==> config.mk <==
export PLATFORM = sky130hd
export DESIGN_NAME = bus_arbiter
export DESIGN_NICKNAME = d
export VERILOG_FILES = /design/src/rtl/bus_arbiter.sv
export SDC_FILE = /design/constraint.sdc
export NUM_CORES = 1
export LEC_CHECK = 0
export CAP_MARGIN = 15
export CORE_UTILIZATION = 52
export DETAILED_ROUTE_END_ITERATION = 6
export HOLD_SLACK_MARGIN = 0.1
export PLACE_DENSITY = 0.78
export SYNTH_ARGS = -nofsm -noshare
export SYNTH_HDL_FRONTEND = slang
export SYNTH_SLANG_ARGS = --single-unit
==> constraint.sdc <==
create_clock -name clk -period 3.75 [get_ports clk]
set_clock_uncertainty 0.2 [all_clocks]
set_input_delay 0.5625 -clock clk [delete_from_list [all_inputs] [get_ports clk]]
set_output_delay 0.5625 -clock clk [all_outputs]
set_load 0.1 [all_outputs]
==> src/rtl/bus_arbiter.sv <==
// Round-robin owner arbiter for the shared CGRA bus with a one-cycle turnaround between owners.
// Optional hold-time limit with forced revocation is enabled by defining BUS_ARB_TIMEOUT_EN.
module bus_arbiter #(
  parameter int NUM_PE   = 4,
  parameter int ID_W     = 2,
  parameter int HOLD_MAX = 64
) (
  input  logic              clk,
  input  logic              reset,
  input  logic [NUM_PE-1:0] bus_request,
  output logic [NUM_PE-1:0] grant,
  output logic [ID_W-1:0]   grant_id,
  output logic              bus_busy,
  output logic              hold_timeout
);

  // state | meaning
  // IDLE  | no owner, arbitrate among eligible requests
  // OWN   | one grant bit set, held until the owner releases
  // TURN  | dead cycle after release so bus drivers never overlap
  typedef enum logic [1:0] {
    IDLE = 2'd0,
    OWN  = 2'd1,
    TURN = 2'd2
  } arbState_t;

  if (NUM_PE < 2 || NUM_PE > 16) begin : gBadNumPe
    $error("bus_arbiter: NUM_PE out of range");
  end
  if ((1 << ID_W) < NUM_PE || (1 << (ID_W - 1)) >= NUM_PE) begin : gBadIdW
    $error("bus_arbiter: ID_W must equal ceil(log2(NUM_PE))");
  end
  if (HOLD_MAX < 2 || HOLD_MAX > 65535) begin : gBadHoldMax
    $error("bus_arbiter: HOLD_MAX out of range");
  end

  localparam logic [ID_W-1:0] RESET_ID = ID_W'(NUM_PE - 1);

  arbState_t         stateQ;
  arbState_t         stateD;
  logic [NUM_PE-1:0] grantD;
  logic [ID_W-1:0]   grantIdD;
  logic [NUM_PE-1:0] eligible;
  logic [NUM_PE-1:0] pickOneHot;
  logic [ID_W-1:0]   pickId;
  logic              pickValid;
  logic              ownerReq;

`ifdef BUS_ARB_TIMEOUT_EN
  localparam logic [15:0] HOLD_LAST = 16'(HOLD_MAX - 1);

  logic [15:0]       holdCntQ;
  logic [15:0]       holdCntD;
  logic [NUM_PE-1:0] maskQ;
  logic [NUM_PE-1:0] maskD;
  logic              timeoutD;

  // A revoked PE stays masked until it is seen with its request low.
  assign eligible = bus_request & ~maskQ;
`else
  assign eligible     = bus_request;
  assign hold_timeout = 1'b0;
`endif

  assign ownerReq = bus_request[grant_id];

  // Search starts one past the pointer and wraps modulo NUM_PE, pointer itself last.
  always_comb begin
    int            idx;
    logic [ID_W-1:0] idxBits;
    pickValid  = 1'b0;
    pickId     = grant_id;
    pickOneHot = '0;
    idx        = 0;
    idxBits    = '0;
    for (int k = 1; k <= NUM_PE; k++) begin
      idx     = (int'(grant_id) + k) % NUM_PE;
      idxBits = ID_W'(idx);
      if (!pickValid && eligible[idxBits]) begin
        pickValid           = 1'b1;
        pickId              = idxBits;
        pickOneHot[idxBits] = 1'b1;
      end
    end
  end

  always_comb begin
    stateD   = stateQ;
    grantD   = grant;
    grantIdD = grant_id;
`ifdef BUS_ARB_TIMEOUT_EN
    holdCntD = holdCntQ;
    maskD    = maskQ & bus_request;
    timeoutD = 1'b0;
`endif
    unique case (stateQ)
      IDLE: begin
        if (pickValid) begin
          grantD   = pickOneHot;
          grantIdD = pickId;
          stateD   = OWN;
`ifdef BUS_ARB_TIMEOUT_EN
          holdCntD = '0;
`endif
        end
      end
      OWN: begin
        if (!ownerReq) begin
          grantD = '0;
          stateD = TURN;
        end
`ifdef BUS_ARB_TIMEOUT_EN
        else if (holdCntQ == HOLD_LAST) begin
          grantD          = '0;
          stateD          = TURN;
          timeoutD        = 1'b1;
          maskD[grant_id] = 1'b1;
        end else begin
          holdCntD = holdCntQ + 16'd1;
        end
`endif
      end
      TURN: begin
        stateD = IDLE;
      end
      default: begin
        stateD = IDLE;
        grantD = '0;
      end
    endcase
  end

  always_ff @(posedge clk) begin
    if (!reset) begin
      stateQ   <= IDLE;
      grant    <= '0;
      grant_id <= RESET_ID;
      bus_busy <= 1'b0;
    end else begin
      stateQ   <= stateD;
      grant    <= grantD;
      grant_id <= grantIdD;
      bus_busy <= |grantD;
    end
  end

`ifdef BUS_ARB_TIMEOUT_EN
  always_ff @(posedge clk) begin
    if (!reset) begin
      holdCntQ     <= '0;
      maskQ        <= '0;
      hold_timeout <= 1'b0;
    end else begin
      holdCntQ     <= holdCntD;
      maskQ        <= maskD;
      hold_timeout <= timeoutD;
    end
  end
`endif

endmodule

* Yosys cells after proc, flatten, opt, wreduce, memory -nomap -nowiden *
Index checks and enable logic that the tools add are counted.

word-level totals
  output and inout port bits = 8
  word-level logic and storage cells = 75
  bits in registers = 9

cells by class
  eq/ne operators = 4
  order comparisons = 9
  bitwise gates (word level) = 3
  reduce and logical (&&, ||, !) cells = 15
  muxes and demuxes = 36
  $add $sub $neg = 4

operators with widths
  operator               number
  $mux W4                6
  $lt A2 B3 Y1 const B   5
  $mux W1                13
  $mux W2                6
  $or A4 B4 Y4           3
  $pmux W4 S3            1
  $bmux W1 S2            5
  $demux W1 S2           4
  $ge A2 B1 Y1 const B   4
  $logic_and A1 B1 Y1    7
  $add A2 B1 Y2 const B  2
  $add A2 B2 Y2 const B  2
  $ne A2 B2 Y1 const B   2
  $pmux W2 S2            1
  $reduce_bool A4 Y1     1
  $reduce_or A4 Y1       1
  $logic_not A1 Y1       3
  $reduce_and A3 Y1      1
  $eq A2 B1 Y1 const B   1
  $eq A2 B2 Y1 const B   1
  $logic_not A2 Y1       1
  $reduce_and A2 Y1      1

* Longest topological paths before layout *
Gate-level depths: netlist of the first run.

  depth after elaboration = 16
  gate-level depth with buffers = 12
  depth with buffers taken out = 8

* Worst setup path before layout of the first run *
Ideal clock, no wire load.

  kind = register -> register
  start point = reg grant_id[0]
  end point = reg bus_busy
  data required time = 3413 ps
  period minus slack after synthesis = 3786 ps
  setup time = 137 ps
  stages on the path, launching flop included = 11
  arrival = 3449 ps
  path slack = -36 ps
  path through = dfxtp_1 -> buf_6 -> clkbuf_1 -> inv_1 -> ha_1 -> clkbuf_1 -> mux4_2 -> or3_4 -> o21ai_4 -> mux2i_1 -> a41oi_1

on the way
  cells in the longest elaborated chain, start to end = 16
  elaborated cells between the ends (all ways) = 55

ends and longest elaborated chain
  element                                                line  source
  from (decl)                                            12    output logic [ID_W-1:0] grant_id,
  from (signal assigned)                                 142   grant_id <= grantIdD;
  branches (longest 14 deep; another with $lt A2 B3 Y1)  -
  $pmux W4 S3 (*)                                        96    unique case (stateQ)
  $reduce_or A4 Y1 (*)                                   143   bus_busy <= |grantD;
  to (signal assigned)                                   143
  to (decl)                                              13    output logic bus_busy,

Mark *: on every way between the ends. The select of a mux whose other input is x is not followed.
A chain may end at the register's enable or synchronous reset.

* Worst setup path in the final report of the first run *
Same ends and word-level chain as after synthesis.

==> impl_metrics.toml, run 1 <==
[global_route]
total_congestion_overflow = 0
largest_net_degree_at_the_start_of_global_routing = 24
first_global_vias = 721
grt_pass1_wl_um = 3190
grt.total_usage_pct = 22.1
antenna_found_initial = 0

[final_layout]
drive_above_1_share_pct = 15.8
area_growth_pct = 15.1
nNetsFinal = 129
diodes = 0
fillers = 139

[sta]
post-route-worst-setup-slack_ns = 0.664
fmax_mhz = 324
timing.slew.headroom_pct = 35.3
period_minus_slack_ns = 3.09
report.final.hold_viol_count = 0
worst-slew-pin-transition_ns = 0.968
finalSetupViolCount = 0
setup_total_negative_slack_ns = 0
final_min_period_over_clock_period_pct = 82.3
drv_slew = 0
grt_setup_unrepaired = "no"

[cts]
worst_setup_hold_path_clk_slew_ns = 0.06
postCtsSetupBuffers = 0
numClockSinks = 9
cts_resized = 0
insertion_delay_ns = 0.26
clockRootBuffer = "sky130_fd_sc_hd__clkbuf_4"
cts_hold_buffers = 0
cts_buffers = 3
cts_max_level = 1
cts_tree = "done"
cts-root-to-sink-buffers = 2

[place]
finalWeightedCongestion = 0.848
dp_hpwl_um = 1350
number_of_port_buffers = 12
detailedPlace.worstSlack_ns = 0.682

[run]
max_cap_violations = 0

[route]
drt_first_pass_iters = 6
drtIter0Drc = 15
drc = 2
final_routed_wirelength_um = 1850
routed_len_inst_um = 14.2
vias_per_cell = 6.23
dr_total_vias = 810
antenna_violating_nets_post_route = 0

[min_path]
hold_path_class = "flip-flop to flip-flop"
holdCritStartpoint = "stateQ[0]"

[floorplan]
die_area_um2 = 1910
boundaryPins = 14
die_h_um = 43.7
num_rows = 14
floorplan.initialDensity_pct = 57.9
floorplan.core_area_um2 = 1560
die_width_um = 43.7

[synthesis]
postSynthCellCount = 103
synth_area_um2 = 902
yosys_warnings = 0
seq_area_frac_synth_pct = 20.0
synthesis.nets = 117
synth_area_per_cell_um2 = 8.76
synth_cell_types = 33
ys_ff_latch = 9

[critical_path]
critical_path_class = "flip-flop to flip-flop"
rr_startpoint = "grant_id[0]"
critPathSlowestCell = "sky130_fd_sc_hd__dfxtp_2"
critPathRequiredTime_ns = 3.68
setup.worst_path.end_class = "flip-flop"
worst_setup_path_startpoint = "grant_id[0]"
worst-endpoint-arrival_ns = 3.02
critPathLaunchType = "flip-flop"
crit_path_cell_trace = "inv_1 -> ha_1 -> mux4_2 -> or3_4 -> o21ai_4 -> mux2i_1 -> a41oi_1"
worst_path_largest_cell_delay_ns = 0.60
critPathMaxFanout = 23

[run_status]
status = "finished, violations left"
failed_checks = "DRC"
-- stage by stage --
stage               hold slack [ns]  cell area (um^2)  std cells  util (%)
floorplan                     0.228               903        103         -
global placement              0.243              1010        126      64.9
detailed placement            0.246              1010        126      64.9
CTS                           0.254              1040        130      66.6
global route                  0.283              1040        130      66.6
finish                        0.264              1040        130      66.6
-- critical path: cells and delay by family (launching register included) --
kind                       cells  cell delay, ns
adders and majority gates      1            0.47
DFF                            1            0.60
AOI/OAI and AO/OA              2            0.35
muxes                          2            0.75
buffers and inverters          1            0.18
and+or+nand+nor                1            0.41
-- logic make-up after synthesis --
family	synth area share, %
and+or+nand+nor	20.8
AOI/OAI and AO/OA	21.5
muxes	21.2
buffers and inverters	4.99
DFF	20.0
adders and majority gates	11.1
other	0.416
-- flip-flops by register name, indices dropped and copies added (netlist names) --
name / flops
grant: 4
bus_busy: 1
stateQ: 2
grant_id: 2
-- cells in the mapped netlist, drive strengths merged --
master,n,share of area (%)
a21oi,3,1.7
nor2b,8,5.5
o22ai,5,3.5
clkbuf,4,1.7
a41oi,1,0.97
or2,1,0.69
nor2,11,4.9
o21a,1,0.83
o2bb2ai,4,3.9
inv,3,1.2
dfxtp,9,20
conb,1,0.42
nand3,1,0.55
mux4,3,7.5
a2111oi,1,0.97
or3,2,1.9
buf,2,2.1
and3,2,1.4
mux2i,9,10
a32oi,1,0.97
a221oi,3,2.9
mux2,3,3.7
ha,8,11
nand2,6,2.5
o21ai,3,2.9
nand2b,4,2.8
a31o,3,2.9
nor3,1,0.55
-- path summary, 6_finish.rpt --
check / depth (start not counted) / end / slack, ns
min: 2 / stateQ[1] / 0.26
max reg2reg: 7 / bus_busy / 0.66
min reg2reg: 2 / stateQ[1] / 0.26
max: 7 / bus_busy / 0.66
-- cells in the final DEF (no fill, tap or decap), types with 2 or more instances in the layout --
cell and n:
sky130_fd_sc_hd__a31o_1 2, sky130_fd_sc_hd__o22ai_1 5, sky130_fd_sc_hd__mux4_2 3, sky130_fd_sc_hd__inv_1 3, sky130_fd_sc_hd__clkdlybuf4s50_1 10, sky130_fd_sc_hd__a21oi_1 3
sky130_fd_sc_hd__clkbuf_4 3, sky130_fd_sc_hd__mux2i_1 9, sky130_fd_sc_hd__nand2_1 6, sky130_fd_sc_hd__ha_1 8, sky130_fd_sc_hd__o2bb2ai_1 4, sky130_fd_sc_hd__dfxtp_1 8
sky130_fd_sc_hd__mux2_2 3, sky130_fd_sc_hd__o21ai_0 2, sky130_fd_sc_hd__and3_1 2, sky130_fd_sc_hd__a221oi_1 3, sky130_fd_sc_hd__nand2b_1 4, sky130_fd_sc_hd__nor2_1 10
sky130_fd_sc_hd__nor2b_1 8, sky130_fd_sc_hd__buf_4 3
-- per-layer routing --
| layer | vias to the layer above | routed length, um | track usage [%] |
|---|---|---|---|
| li1 | 401 | - | - |
| met1 | 376 | 892 | 31.4 |
| met2 | 31 | 817 | 32.8 |
| met3 | 2 | 127 | 7.50 |
| met4 | 0 | 11 | 3.75 |
| met5 | - | 0 | 0 |
-- area by class of cell --
class                           count  area (um^2)  area share (%)
Clock buffer                        4         26.3            2.53
Timing Repair Buffer               13          123            11.8
Multi-Input combinational cell     85          677            65.2
Inverter                            3         11.3            1.08
Tap cell                           16         20.0            1.93
Sequential cell                     9          181            17.5
Power of run 1 is left out: the tool's default activity adds up to more than one toggle a clock period on the data nets, which glitch-free logic cannot reach.
==> run 2: changes to the inputs <==
==> constraint.sdc (replaced) <==
create_clock -name clk -period 3.08 [get_ports clk]
set_clock_uncertainty 0.2 [all_clocks]
set_input_delay 0.462 -clock clk [delete_from_list [all_inputs] [get_ports clk]]
set_output_delay 0.462 -clock clk [all_outputs]
set_load 0.1 [all_outputs]
==> run 2 against run 1 <==
- largest cell class unchanged
- the flow still finishes with violations (DRC)
- design area fell by 0.12%
- via count up 1.2%
- register-to-register slack lost 0.31 ns
==> impl_metrics.toml, run 2 (same netlist as run 1, synthesis figures left out) <==
[run_status]
status = "finished, violations left"
failed_checks = "DRC"

[min_path]
hold_path_class = "flip-flop to flip-flop"

[critical_path]
critPathSlowestCell = "sky130_fd_sc_hd__mux4_2"
critPathMaxFanout = 12
worst-endpoint-arrival_ns = 2.66
worst_path_largest_cell_delay_ns = 0.47
worst_path_dominant_cell_family = "multiplexers"
setup.worst_path.end_class = "flip-flop"
cp.buffers_inverters = 1
crit_path_cell_trace = "inv_1 -> ha_1 -> mux4_2 -> or3_4 -> o21ai_4 -> mux2i_1 -> a41oi_1"
critPathLaunchType = "flip-flop"
critical_path_class = "flip-flop to flip-flop"
critPathRequiredTime_ns = 3.01

[final_layout]
fillers = 131
layout.cells.most_common_list = "sky130_fd_sc_hd__nor2_1, sky130_fd_sc_hd__mux2i_1, sky130_fd_sc_hd__buf_4"
diodes = 0
stdcell_area_um2 = 1040
largest_reg_flops = 4
mostFrequentLayoutCell = "sky130_fd_sc_hd__nor2_1"
drive_above_1_share_pct = 21.7
area_growth_pct = 15.0
biggestRegsByFlops = "grant: 4 flops, grant_id: 2 flops, stateQ: 2 flops"
largest-register = "grant"
layout.area.seq_um2 = 185
nNetsFinal = 130
multiInputGateArea_um2 = 677

[sta]
grt_setup_unrepaired = "no"
period_minus_slack_ns = 2.73
post-route-worst-setup-slack_ns = 0.350
worst-slew-pin-transition_ns = 0.491
timing.slew.headroom_pct = 66.3
fmax_mhz = 366
setup_total_negative_slack_ns = 0
finalSetupViolCount = 0
hold_worst_slack_ns = 0.257
report.final.hold_viol_count = 0
drv_slew = 0
final_min_period_over_clock_period_pct = 88.6

[cts]
insertion_delay_ns = 0.27
cts_resized = 0
cts_tree = "done"
postCtsSetupBuffers = 0
numClockSinks = 9
worst_setup_hold_path_clk_slew_ns = 0.06
cts_buffers = 3
clockRootBuffer = "sky130_fd_sc_hd__clkbuf_4"
cts_hold_buffers = 0
cts-root-to-sink-buffers = 2
cts_max_level = 1

[route]
drtIter0Drc = 25
dr_total_vias = 820
routed_len_inst_um = 14.2
drt_first_pass_iters = 6
drc = 1
final_routed_wirelength_um = 1860
vias_per_cell = 6.26
antenna_violating_nets_post_route = 0

[run]
max_cap_violations = 0

[floorplan]
boundaryPins = 14
die_width_um = 43.7
floorplan.initialDensity_pct = 57.9
die_area_um2 = 1910
floorplan.core_area_um2 = 1560
die_h_um = 43.7
num_rows = 14

[global_route]
grt_pass1_wl_um = 3090
antenna_found_initial = 0
first_global_vias = 708
largest_net_degree_at_the_start_of_global_routing = 23
grt.total_usage_pct = 22.1
total_congestion_overflow = 0

[place]
number_of_port_buffers = 12
dp_hpwl_um = 1410
finalWeightedCongestion = 0.889
detailedPlace.worstSlack_ns = 0.166
post_dp_cell_area_um2 = 1010
## run 2: cell count changes in the layout (fill, tap and decap cells not counted), sizes merged
| cell | change |
|---|---|
| clkdlybuf4s50 | -5 |
| buf | +6 |
## run 2: layout make-up
cell class | instances | share of cell area, %
multi-input cells | 85 | 65.3
well taps | 16 | 1.93
clock buffers | 4 | 2.53
flip-flops and latches | 9 | 17.9
inverters | 3 | 1.09
repair buffers | 14 | 11.3
## run 2: metal layers
metal | vias up | global-route usage (%) | share of wire (%) | wire length (um)
li1 | 403 | - | - | -
met1 | 387 | 28.9 | 47 | 872
met2 | 26 | 32.8 | 45 | 840
met3 | 4 | 8.33 | 6.5 | 120
met4 | 0 | 8.75 | 1.3 | 24
met5 | - | 0 | 0 | 0
## run 2: final timing paths
path	startpoint	endpoint	slack (ns)	depth (start not counted)
worst max-delay path	grant_id[1]	bus_busy	0.35	7
worst min-delay path	stateQ[0]	stateQ[1]	0.26	2
worst max register to register	grant_id[1]	bus_busy	0.35	7
worst min register to register	stateQ[0]	stateQ[1]	0.26	2
## run 2: metrics by stage
stage / utilization, % / std cells
after floorplan: - / 103
after global placement: 64.8 / 127
after detailed placement: 64.8 / 127
after CTS: 66.5 / 131
after global routing: 66.5 / 131
final: 66.5 / 131
## run 2: worst register-to-register path, delay by kind of cell, from the launching register on
family                   cells  cell delay [ns]
flip-flops                   1             0.32
multiplexers                 2             0.75
buffers and inverters        1             0.11
AND/OR/NAND/NOR              1             0.40
adder cells (fa/ha/maj)      1             0.46
AO/OA/AOI/OAI                2             0.35
Power of run 2 is left out for the same reason.
==> edit (config.mk and constraints of run 1) <==
`NUM_PE`: 4 -> 3.
--- a/src/rtl/bus_arbiter.sv
+++ b/src/rtl/bus_arbiter.sv
@@ -1,7 +1,7 @@
 // Round-robin owner arbiter for the shared CGRA bus with a one-cycle turnaround between owners.
 // Optional hold-time limit with forced revocation is enabled by defining BUS_ARB_TIMEOUT_EN.
 module bus_arbiter #(
-  parameter int NUM_PE   = 4,
+  parameter int NUM_PE   = 3,
   parameter int ID_W     = 2,
   parameter int HOLD_MAX = 64
 ) (
Ports: changed (resized bus_request and grant); port bits go from 14 to 12. The function was not compared with the original's and may differ.
==> edit against run 1 <==
  * Worst setup slack gained 0.21 ns
  * Area after synthesis is 17% lower
  * Synthesized cell count is 14% lower
  * Design area decreased by 19%
  * Sequential cell count decreased by 1
  * Die area shrank 16%
  * Via count is 21% lower
  * Critical path type unchanged
  * Routed wire length down 17%
  * Global-route usage down 0.19 points
Power is left out: the tool's default activity adds up to more than one toggle a clock period on the data nets, which glitch-free logic cannot reach.
==> edit: results (changes against run 1) <==
[routing]
totalWireLength_um = 1530  ; -17%
drt-initial-drc-count = 19  ; +4
met1_length_um = 759  ; -15%
drt_pre_antenna_iters = 4  ; -2
route.met3.wl_um = 60  ; -53%
wl_met2_um = 695  ; -15%

[global_routing]
met3_usage = 0.100  ; +0.0250
grt_pass1_vias = 518  ; -28%
grt_pass1_wl_um = 2380  ; -25%
grt_use_total = 0.219  ; -0.00192
grtUsageMet2 = 0.306  ; -0.0219
grt_use_met1 = 0.308  ; -0.00674

[outcome]
outcome = finished clean

[placement]
place.gp.congestion = 0.855  ; +0.83%
hpwlAfterDp_um = 1120  ; -17%
dp.cells = 106  ; -16%

[cells_and_area]
fill_cells = 104  ; -25%
reg_top3 = grant (3), grant_id (2), stateQ (2)
drive_gt1_frac = 0.128  ; -0.0302

[worst_setup_path]
reg2reg_depth = 8  ; +1
path_max_fanout = 13  ; -43%
worstPathArrival_ns = 2.81  ; -0.21 ns
slowest_delay_ns = 0.56  ; -0.04 ns
crit_path_top_delay_cell = ha_1

[logic_synthesis]
syn-instance-count = 89  ; -14%
yosysUniqueCellTypes = 41  ; +24%
ys_seq_area_frac = 0.213  ; +0.0133
synthAdderAreaFrac = 0.0666  ; -0.0444
synth.area.mux_share = 0.138  ; -0.0741
synth_compound_area_frac = 0.275  ; +0.0596
netlist_top_cells_count = dfxtp_1, mux2i_1, inv_1, nand2_1, o21ai_0
synth.area.top_cells = dfxtp_1, mux2i_1, ha_1

[floorplan]
start_util = 0.571  ; -0.00790

[timing]
max-slew-margin-rel = 0.342  ; -0.0109

[worst_hold_path]
hold_depth = 1  ; -1

[edit: cell count changes in the layout (fill, tap and decap cells not counted), moves of 3 or more]
cell / change
a221oi_1: -3
ha_1: -4
mux4_2: -3
nor2_1: -5
nor2b_1: -7
o21ai_0: +4
inv_1: +3
o22ai_1: -5
buf_4: -3
[edit: final timing paths]
check                           slack, ns                   to                startpoint
worst min register to register       0.29  grant[1]$_SDFF_PN0_       grant[1]$_SDFF_PN0_
worst min-delay path                 0.29  grant[1]$_SDFF_PN0_       grant[1]$_SDFF_PN0_
worst max register to register       0.88  bus_busy$_SDFF_PN0_  grant_id[0]$_SDFFE_PN0P_
worst max-delay path                 0.88  bus_busy$_SDFF_PN0_  grant_id[0]$_SDFFE_PN0P_
[edit: logic make-up (layout without fill, tap and decap cells)]
group                    after synthesis  count (layout)
buffers and inverters                 14              19
AO/OA/AOI/OAI                         27              27
multiplexers                           9               9
flip-flops                             8               8
adder cells (fa/ha/maj)                4               4
AND/OR/NAND/NOR                       26              26
other                                  1               1
[edit: per-stage QoR]
stage | setup WS (ns) | hold WS, ns | util
2_1_floorplan | 0.560 | 0.311 | -
3_3_place_gp | 0.792 | 0.280 | 0.620
3_5_place_dp | 0.765 | 0.279 | 0.620
4_1_cts | 0.885 | 0.293 | 0.637
5_1_grt | 0.661 | 0.312 | 0.637
6_report | 0.876 | 0.290 | 0.637
[edit: cell type report]
type / instances / area [µm²] / share of cell area
timing repair buffer: 10 / 100 / 0.119
inverter: 6 / 22.5 / 0.0268
clock buffer: 3 / 22.5 / 0.0268
sequential: 8 / 160 / 0.191
multi-input combinational: 67 / 515 / 0.614
tap: 15 / 18.8 / 0.0224
